$ cat src/rtl/dbg_pkg.sv
// dbg_pkg: shared definitions for the debug serial bridge.
//   BUSWIDTH_DEF / REGNUMLOG2_DEF : default register data / address widths
//   OP_WRITE / OP_READ            : frame op bit values
//   dbg_state_e                   : bridge FSM state encoding
package dbg_pkg;

  localparam int unsigned BUSWIDTH_DEF   = 32;
  localparam int unsigned REGNUMLOG2_DEF = 5;

  localparam logic OP_WRITE = 1'b1;
  localparam logic OP_READ  = 1'b0;

  typedef enum logic [2:0] {
    IDLE,
    CMD,
    RDFETCH,
    DATA,
    COMMIT,
    WAIT_CS
  } dbg_state_e;

endpackage

$ cat src/rtl/sync_edge_detect.sv
// sync_edge_detect: 2-FF synchronizer for an asynchronous level plus
// single-cycle rise/fall pulses taken from the synchronized value.
//   clk, rst : system clock, synchronous active-high reset
//   din      : asynchronous input
//   rise     : one-cycle pulse on a synchronized 0->1 transition
//   fall     : one-cycle pulse on a synchronized 1->0 transition
// Parameter RST_VAL is the idle level all flops take in reset, so no
// spurious edge is seen when reset is released with the input idle.
module sync_edge_detect #(
  parameter logic RST_VAL = 1'b0
) (
  input  logic clk,
  input  logic rst,
  input  logic din,
  output logic rise,
  output logic fall
);

  logic meta_q;
  logic sync_q;
  logic prev_q;

  always_ff @(posedge clk) begin
    if (rst) begin
      meta_q <= RST_VAL;
      sync_q <= RST_VAL;
      prev_q <= RST_VAL;
    end else begin
      meta_q <= din;
      sync_q <= meta_q;
      prev_q <= sync_q;
    end
  end

  assign rise = sync_q & ~prev_q;
  assign fall = ~sync_q & prev_q;

endmodule

$ cat src/rtl/dbg_serial_bridge.sv
// dbg_serial_bridge: serial debug port into the register file write/read
// ports. A frame (cs_n low) carries op, address, then data, MSB first,
// sampled on sck rising edges.
//   clk, rst            : system clock, synchronous active-high reset
//   dbg_sck/cs_n/sdi    : host serial interface (asynchronous to clk)
//   dbg_sdo             : readback data, advances on sck falling edges
//   core_wen            : core writeback this cycle (wins the port)
//   jtag_wen/waddr/wdata: debug write request
//   jtag_raddr/rdata    : debug read port (rdata combinational)
//   busy                : any state other than IDLE
//   frame_err           : one-cycle pulse on abort / rejected frame
// Macro DBG_SERIAL_READBACK_EN enables reads; without it read frames are
// rejected and dbg_sdo / jtag_raddr are tied to 0.
module dbg_serial_bridge
  import dbg_pkg::*;
#(
  parameter int unsigned BUSWIDTH   = BUSWIDTH_DEF,
  parameter int unsigned REGNUMLOG2 = REGNUMLOG2_DEF
) (
  input  logic                  clk,
  input  logic                  rst,
  input  logic                  dbg_sck,
  input  logic                  dbg_cs_n,
  input  logic                  dbg_sdi,
  output logic                  dbg_sdo,
  input  logic                  core_wen,
  output logic                  jtag_wen,
  output logic [REGNUMLOG2-1:0] jtag_waddr,
  output logic [BUSWIDTH-1:0]   jtag_wdata,
  output logic [REGNUMLOG2-1:0] jtag_raddr,
  input  logic [BUSWIDTH-1:0]   jtag_rdata,
  output logic                  busy,
  output logic                  frame_err
);

  localparam int unsigned CW = $clog2(BUSWIDTH + REGNUMLOG2 + 1);

  dbg_state_e state_q, state_d;

  logic sck_rise, sck_fall, cs_rise, cs_fall;
  logic sdi_meta_q, sdi_q;
  logic op_q;
  logic [REGNUMLOG2-1:0] addr_q;
  logic [BUSWIDTH-1:0]   data_q;
  logic [CW-1:0]         bit_cnt_q;
  logic cs_seen_q;
  logic last_addr, last_data, accept, err_d;

  sync_edge_detect #(.RST_VAL(1'b0)) u_sck_sync (
    .clk(clk), .rst(rst), .din(dbg_sck), .rise(sck_rise), .fall(sck_fall)
  );

  sync_edge_detect #(.RST_VAL(1'b1)) u_cs_sync (
    .clk(clk), .rst(rst), .din(dbg_cs_n), .rise(cs_rise), .fall(cs_fall)
  );

  // sdi gets the same two-flop delay as sck so the sample taken on the
  // detected rise lines up with the host's data at that sck edge.
  always_ff @(posedge clk) begin
    if (rst) begin
      sdi_meta_q <= 1'b0;
      sdi_q      <= 1'b0;
    end else begin
      sdi_meta_q <= dbg_sdi;
      sdi_q      <= sdi_meta_q;
    end
  end

  // Bit 0 of the frame is op, bits 1..REGNUMLOG2 are the address.
  assign last_addr = sck_rise && (bit_cnt_q == CW'(REGNUMLOG2));
  assign last_data = sck_rise && (bit_cnt_q == CW'(BUSWIDTH - 1));
  assign jtag_wen  = (state_q == COMMIT) && !rst;
  assign accept    = jtag_wen && !core_wen;

  always_ff @(posedge clk) begin
    if (rst) state_q <= IDLE;
    else     state_q <= state_d;
  end

  always_comb begin
    state_d = state_q;
    err_d   = 1'b0;
    case (state_q)
      IDLE: if (cs_fall) state_d = CMD;
      CMD: begin
        if (cs_rise) begin
          state_d = IDLE;
          err_d   = 1'b1;
        end else if (last_addr) begin
          if (op_q == OP_WRITE) begin
            state_d = DATA;
          end else begin
`ifdef DBG_SERIAL_READBACK_EN
            state_d = RDFETCH;
`else
            state_d = WAIT_CS;
            err_d   = 1'b1;
`endif
          end
        end
      end
`ifdef DBG_SERIAL_READBACK_EN
      RDFETCH: begin
        if (cs_rise) begin
          state_d = IDLE;
          err_d   = 1'b1;
        end else begin
          state_d = DATA;
        end
      end
`endif
      DATA: begin
        if (cs_rise) begin
          state_d = IDLE;
          err_d   = 1'b1;
        end else if (last_data) begin
          if (op_q == OP_WRITE && addr_q != '0) state_d = COMMIT;
          else                                  state_d = WAIT_CS;
        end
      end
      // cs_n may rise while the commit is stalled; remember it so the
      // frame ends in IDLE instead of waiting for a rise already gone.
      COMMIT: if (accept) state_d = (cs_seen_q || cs_rise) ? IDLE : WAIT_CS;
      WAIT_CS: if (cs_rise) state_d = IDLE;
      default: state_d = IDLE;
    endcase
  end

  always_ff @(posedge clk) begin
    if (rst) begin
      op_q      <= 1'b0;
      addr_q    <= '0;
      data_q    <= '0;
      bit_cnt_q <= '0;
      cs_seen_q <= 1'b0;
    end else begin
      cs_seen_q <= (state_q == COMMIT) && (cs_seen_q || cs_rise);
      case (state_q)
        IDLE: begin
          if (cs_fall) begin
            op_q      <= 1'b0;
            addr_q    <= '0;
            data_q    <= '0;
            bit_cnt_q <= '0;
          end
        end
        CMD: begin
          if (sck_rise) begin
            bit_cnt_q <= last_addr ? '0 : bit_cnt_q + CW'(1);
            if (bit_cnt_q == '0) op_q <= sdi_q;
            else addr_q <= (addr_q << 1) | REGNUMLOG2'(sdi_q);
          end
        end
        DATA: begin
          if (sck_rise) begin
            bit_cnt_q <= bit_cnt_q + CW'(1);
            if (op_q == OP_WRITE) data_q <= (data_q << 1) | BUSWIDTH'(sdi_q);
          end
        end
        default: ;
      endcase
    end
  end

`ifdef DBG_SERIAL_READBACK_EN
  logic [BUSWIDTH-1:0] out_sr_q;

  always_ff @(posedge clk) begin
    if (rst)                                 out_sr_q <= '0;
    else if (state_q == RDFETCH)             out_sr_q <= jtag_rdata;
    else if (state_q == DATA && sck_fall)    out_sr_q <= out_sr_q << 1;
  end

  assign dbg_sdo    = out_sr_q[BUSWIDTH-1];
  assign jtag_raddr = addr_q;
`else
  logic unused_rd;
  assign unused_rd  = ^{jtag_rdata, sck_fall};
  assign dbg_sdo    = 1'b0;
  assign jtag_raddr = '0;
`endif

  assign jtag_waddr = addr_q;
  assign jtag_wdata = data_q;
  assign busy       = (state_q != IDLE);
  assign frame_err  = err_d && !rst;

endmodule

$ cat config.mk
export PLATFORM = sky130hd
export DESIGN_NAME = dbg_serial_bridge
export DESIGN_NICKNAME = d
export VERILOG_FILES = /design/src/rtl/dbg_pkg.sv /design/src/rtl/sync_edge_detect.sv /design/src/rtl/dbg_serial_bridge.sv
export SDC_FILE = /design/constraint.sdc
export NUM_CORES = 1
export LEC_CHECK = 0
export BUFFER_PORTS_ARGS = -buffer_cell sky130_fd_sc_hd__buf_2
export CAP_MARGIN = 20
export CORE_UTILIZATION = 45
export DETAILED_ROUTE_END_ITERATION = 10
export PLACE_DENSITY = 0.82
export SLEW_MARGIN = 20
export SYNTH_ARGS = -nofsm -noshare
export SYNTH_HDL_FRONTEND = slang
export SYNTH_SLANG_ARGS = --single-unit
$ cat constraint.sdc
create_clock -name clk -period 5.98 [get_ports clk]
set_input_delay 0.299 -clock clk [delete_from_list [all_inputs] [get_ports clk]]
set_output_delay 0.299 -clock clk [all_outputs]
set_load 0.01 [all_outputs]
* Word level (Yosys, flattened, before mapping)
Cells that the tools add are included.
** Word-level totals
- Bits in latches :: 0
- RAM bits :: 0
- Memory bits (read-only) :: 0
- Word-level logic and storage cells :: 94
- Output and inout port bits :: 46
- Memories :: 0
- Bits in registers :: 56
** Cells by class
- Shift-type cells :: 0
- Div/mod/pow operators :: 0
- Equal/unequal tests :: 16
- Reduce and logical (&&, ||, !) cells :: 22
- Mux-type cells :: 33
- Multiply operators :: 0
- Add/sub/neg operators :: 1
- Bitwise gates (word level) :: 8
- Magnitude comparators :: 0
** Operator list (count)
- 32-bit two-way mux :: 3
- 32-bit case mux with 2 select lines :: 1
- 32-bit by 1-bit OR with 32-bit output :: 1
- 3-bit two-way mux :: 9
- 6-bit two-way mux :: 4
- 6-bit case mux with 3 select lines :: 1
- 2-bit inequality test (second input constant) :: 8
- 4-bit AND reduction :: 4
- 5-bit two-way mux :: 3
- 3-bit case mux with 5 select lines :: 1
- 5-bit case mux with 2 select lines :: 1
- 1-bit two-way mux :: 8
- 1-bit logical AND :: 7
- 6-bit by 1-bit adder with 6-bit output (second input constant) :: 1
- 3-bit == test (second input constant) :: 2
- 6-bit by 3-bit == test with 1-bit output (second input constant) :: 1
- 6-bit by 5-bit == test with 1-bit output (second input constant) :: 1
- 6-bit logical NOT :: 1
- 3-bit inequality test (second input constant) :: 2
- 3-bit nonzero test :: 2
- 5-bit by 1-bit OR with 5-bit output :: 1
- 5-bit AND reduction :: 1
- 5-bit nonzero test :: 1
- 1-bit case mux with 2 select lines :: 2
- 8 further kinds :: 14

* Depth between registers and ports, before layout
- Depth in word-level cells :: 7
- Gate-level depth with buffers :: 7

* Modules after synthesis
A second synthesis with hierarchy kept.
** Unflattened totals
- Cells, all modules :: 289
- Area, all modules :: 2407.3 µm²
** By module, submodules not included
- dbg_serial_bridge :: instances 1, cells each 273, area each 2223.4 µm²
- sync_edge_detect at u_cs_sync :: instances 1, cells each 8, area each 92.6 µm²
- sync_edge_detect at u_sck_sync :: instances 1, cells each 8, area each 91.3 µm²

* Least setup slack after synthesis
OpenSTA, ideal clock, no wires.
- Path type :: reg2out
- From :: register bit_cnt_q[0]
- To :: output frame_err
- Path buffers :: 0
- Arrival :: 1.689 ns
- Setup slack :: 3.992 ns
- Cell stages (with the launch flop) :: 6
- Path through :: dfxtp_1 ha_1 or4b_4 nor3_1 nand2b_1 a211oi_1
** On the way
- Word-level cells in the longest chain between the ends :: 6
** RTL lines
- start: declaration :: line dbg_serial_bridge.sv:45 : logic [CW-1:0] bit_cnt_q;
- start signal: assignment :: line dbg_serial_bridge.sv:149 : bit_cnt_q <= last_addr ? '0 : bit_cnt_q + CW'(1);
- start signal: assignment :: line dbg_serial_bridge.sv:156 : bit_cnt_q <= bit_cnt_q + CW'(1);
- 6-bit by 3-bit == test with 1-bit output :: line dbg_serial_bridge.sv:70 : assign last_addr = sck_rise && (bit_cnt_q == CW'(REGNUMLOG2));
- 1-bit logical AND :: line dbg_serial_bridge.sv:70
- 1-bit two-way mux :: line dbg_serial_bridge.sv:89 : end else if (last_addr) begin
- 1-bit two-way mux :: line dbg_serial_bridge.sv:86 : if (cs_rise) begin
- 1-bit case mux with 2 select lines :: line dbg_serial_bridge.sv:83 : case (state_q)
- 1-bit logical AND :: line dbg_serial_bridge.sv:186 : assign frame_err = err_d && !rst;
- end: declaration :: line dbg_serial_bridge.sv:33 : output logic frame_err
No other way between the ends.

* Worst setup path in the final report
Ends and elaborated chain as after synthesis.

==> flow_metrics.tcl <==
set metrics [dict create \
    grt_pass1_wl_mm 9.78 \
    cts-htree-levels 2 \
    cts_setup_buffers 0 \
    port_buffers 45 \
    first_iter_violations 195 \
    n_antenna_cell 0 \
    regArea_sq_um 1120 \
    cp-endpoint "frame_err" \
    synth_common_cells "dfxtp_1, a21oi_1, o21ai_0" \
    cap_viol_max_count 0 \
    fin_crit_ns 2.48 \
    synth_edf_count 0 \
    p_leak_nw 1.08 \
    first_global_vias 2058 \
    finalNetCount 362 \
    final_max_slew_viol_count 0 \
    synth_warnings 0 \
    core_area_sq_um 5540 \
    dp_hpwl_mm 3.67 \
    hold_path_class "input pin to flip-flop" \
    cts-root-buf "clkbuf_8" \
    ff2ff_setup_slack_ns 3.73 \
    routed_wl_mm 5.81 \
    holdWs_ns 0.168 \
    arrival_ns 2.18 \
    finalClockSkew_ns 0.00548 \
    synth_most_common_cell "dfxtp_1" \
    io_pins 84 \
    multi_input_area_sq_um 1340 \
    drt-vias-per-instance 5.99 \
    rsz0062_at_grt "false" \
    netlist_instances 295 \
    netlist-cell-type-count 47 \
    drc 0 \
    place_congestion 0.831 \
    clockBufferDepth 2 \
    ant_nets 0 \
    die_h_microns 78.2 \
    status "completed" \
    fillers 515 \
    fmax_mhz 403 \
    rr_endpoint "jtag_wdata[23]" \
    synth_area_sq_um 2610 \
    worst_pin_slew_ns 0.974 \
    clk_latency_ns 0.31 \
    crit_start "bit_cnt_q[0]" \
    r2r_cells 6 \
    finalCritPeriodShare_pct 41.5 \
    dr.pass1.iters 4 \
    timing.rr.start "state_q[2]" \
    dieArea_sq_um 6110 \
    dp.cells 386 \
    num_rows 27 \
    grt_usage_pct 19.9 \
    cp-start-kind "flip-flop" \
    cts_resized 0 \
    avgSynthCellArea_sq_um 8.85 \
    postCtsHoldBufs 0 \
    clk_pin_slew_worst_paths_ns 0.09 \
    cts_tree "yes" \
    stdcell_count 393 \
    vias 2354 \
    power-per-cell-area_nw_per_um2 227 \
    final_hold_viol_count 0 \
    ys_async_sr_fraction_pct 0 \
    dieWidth_microns 78.2 \
    numClockSinks 56 \
    yosysTopAreaCell "dfxtp_1" \
    synth_area_leaders "dfxtp_1, o2111ai_1, a21oi_1" \
    grt_max_degree 57 \
    area_delta_synth_final_pct 11.7 \
    cp-end-kind "output port" \
    relSlewSlack_pct 35.0 \
    critical_path_class "flip-flop to output port" \
    numCtsBuffers 5 \
    ys.flop_type "dfxtp_1" \
    antenna_found_initial 0 \
    ys_seq_elements 56 \
    ys_seq_area_share_pct 42.9 \
    cp_max_fo 6 \
    grt-ovfl-total 0 \
    start_util_pct 47.1 \
    drive_gt1_share_pct 21.2 \
    cp_data_required_time_ns 5.68 \
    vdd.ir_drop.worst_mv 0.139 \
    tns_ns 0 \
    wire_per_inst_microns 14.8 \
    synth_top_area_share_pct 42.9 \
    setup_viol_count_final 0 \
]
==> area by class of cell <==
type / count / area share (%)
multi-input cells: 204 / 45.8
flip-flops and latches: 56 / 38.4
repair buffers: 50 / 9.01
well taps: 72 / 3.09
clock buffers: 6 / 2.83
inverters: 4 / 0.515
clock inverters: 1 / 0.300
==> flip-flops by register name, indices dropped and copies added, names as in the netlist, 3 cells and up <==
register    cells
jtag_waddr      5
bit_cnt_q       6
jtag_wdata     32
state_q         3
==> cell families after synthesis <==
kind of cell | count (synthesis) | share of synthesized area (%)
compound gates | 134 | 33.6
fa+ha+maj | 3 | 1.44
buf+inv | 40 | 7.04
flops | 56 | 42.9
mux | 2 | 0.767
other cells | 1 | 0.144
simple gates | 59 | 14.1
==> worst min path at each step <==
| stage | startpoint | end | slack (ns) | depth (start not counted) |
|---|---|---|---|---|
| global route | dbg_cs_n | u_cs_sync.meta_q | 0.16 | 2 |
| finish | dbg_cs_n | u_cs_sync.meta_q | 0.17 | 2 |
| detailed placement | u_cs_sync.meta_q | u_cs_sync.sync_q | 0.40 | 1 |
| global placement | u_cs_sync.meta_q | u_cs_sync.sync_q | 0.40 | 1 |
| CTS | dbg_cs_n | u_cs_sync.meta_q | 0.16 | 2 |
| floorplan | u_cs_sync.meta_q | u_cs_sync.sync_q | 0.39 | 1 |
==> layer usage <==
metal	GRT usage [%]	vias up	part of all wire (%)
met5	0	-	0
met1	25.2	1113	47
li1	-	1165	-
met2	32.3	72	47
met3	5.35	4	5.2
met4	7.22	0	1.0
==> cell usage in the layout, fill, tap and decap left out, drive strengths merged, types with 6 or more instances in the layout <==
cell type	instances
dfxtp	56
buf	50
a21oi	45
o21ai	37
o2111ai	32
nand2	9
nor2b	8
nand2b	7
nand3	7
conb	6
clkbuf	6
==> power by group <==
| group | internal (mW) | total, mW | switching [mW] |
|---|---|---|---|
| clock | 0.0926 | 0.213 | 0.120 |
| sequential | 0.376 | 0.380 | 0.00420 |
| combinational | 0.0168 | 0.0684 | 0.0516 |
==> worst max-delay path: stages (launching register included) <==
cell	delay, ns
dfxtp_1	0.43
ha_1	0.17
or4b_4	0.47
nor3_1	0.31
nand2b_1	0.09
a211oi_1	0.23
buf_2	0.17
==> per-stage QoR <==
step | setup slack, ns | util, % | instance area, sq um | power [mW]
floorplan | 3.99 | - | 2630 | 0.444
global placement | 3.50 | 50.8 | 2810 | 0.455
detailed placement | 3.45 | 50.8 | 2810 | 0.455
CTS | 3.44 | 52.4 | 2910 | 0.663
global route | 3.33 | 52.7 | 2920 | 0.688
finish | 3.50 | 52.7 | 2920 | 0.661
No activity file was read; power rests on OpenSTA's default activity.
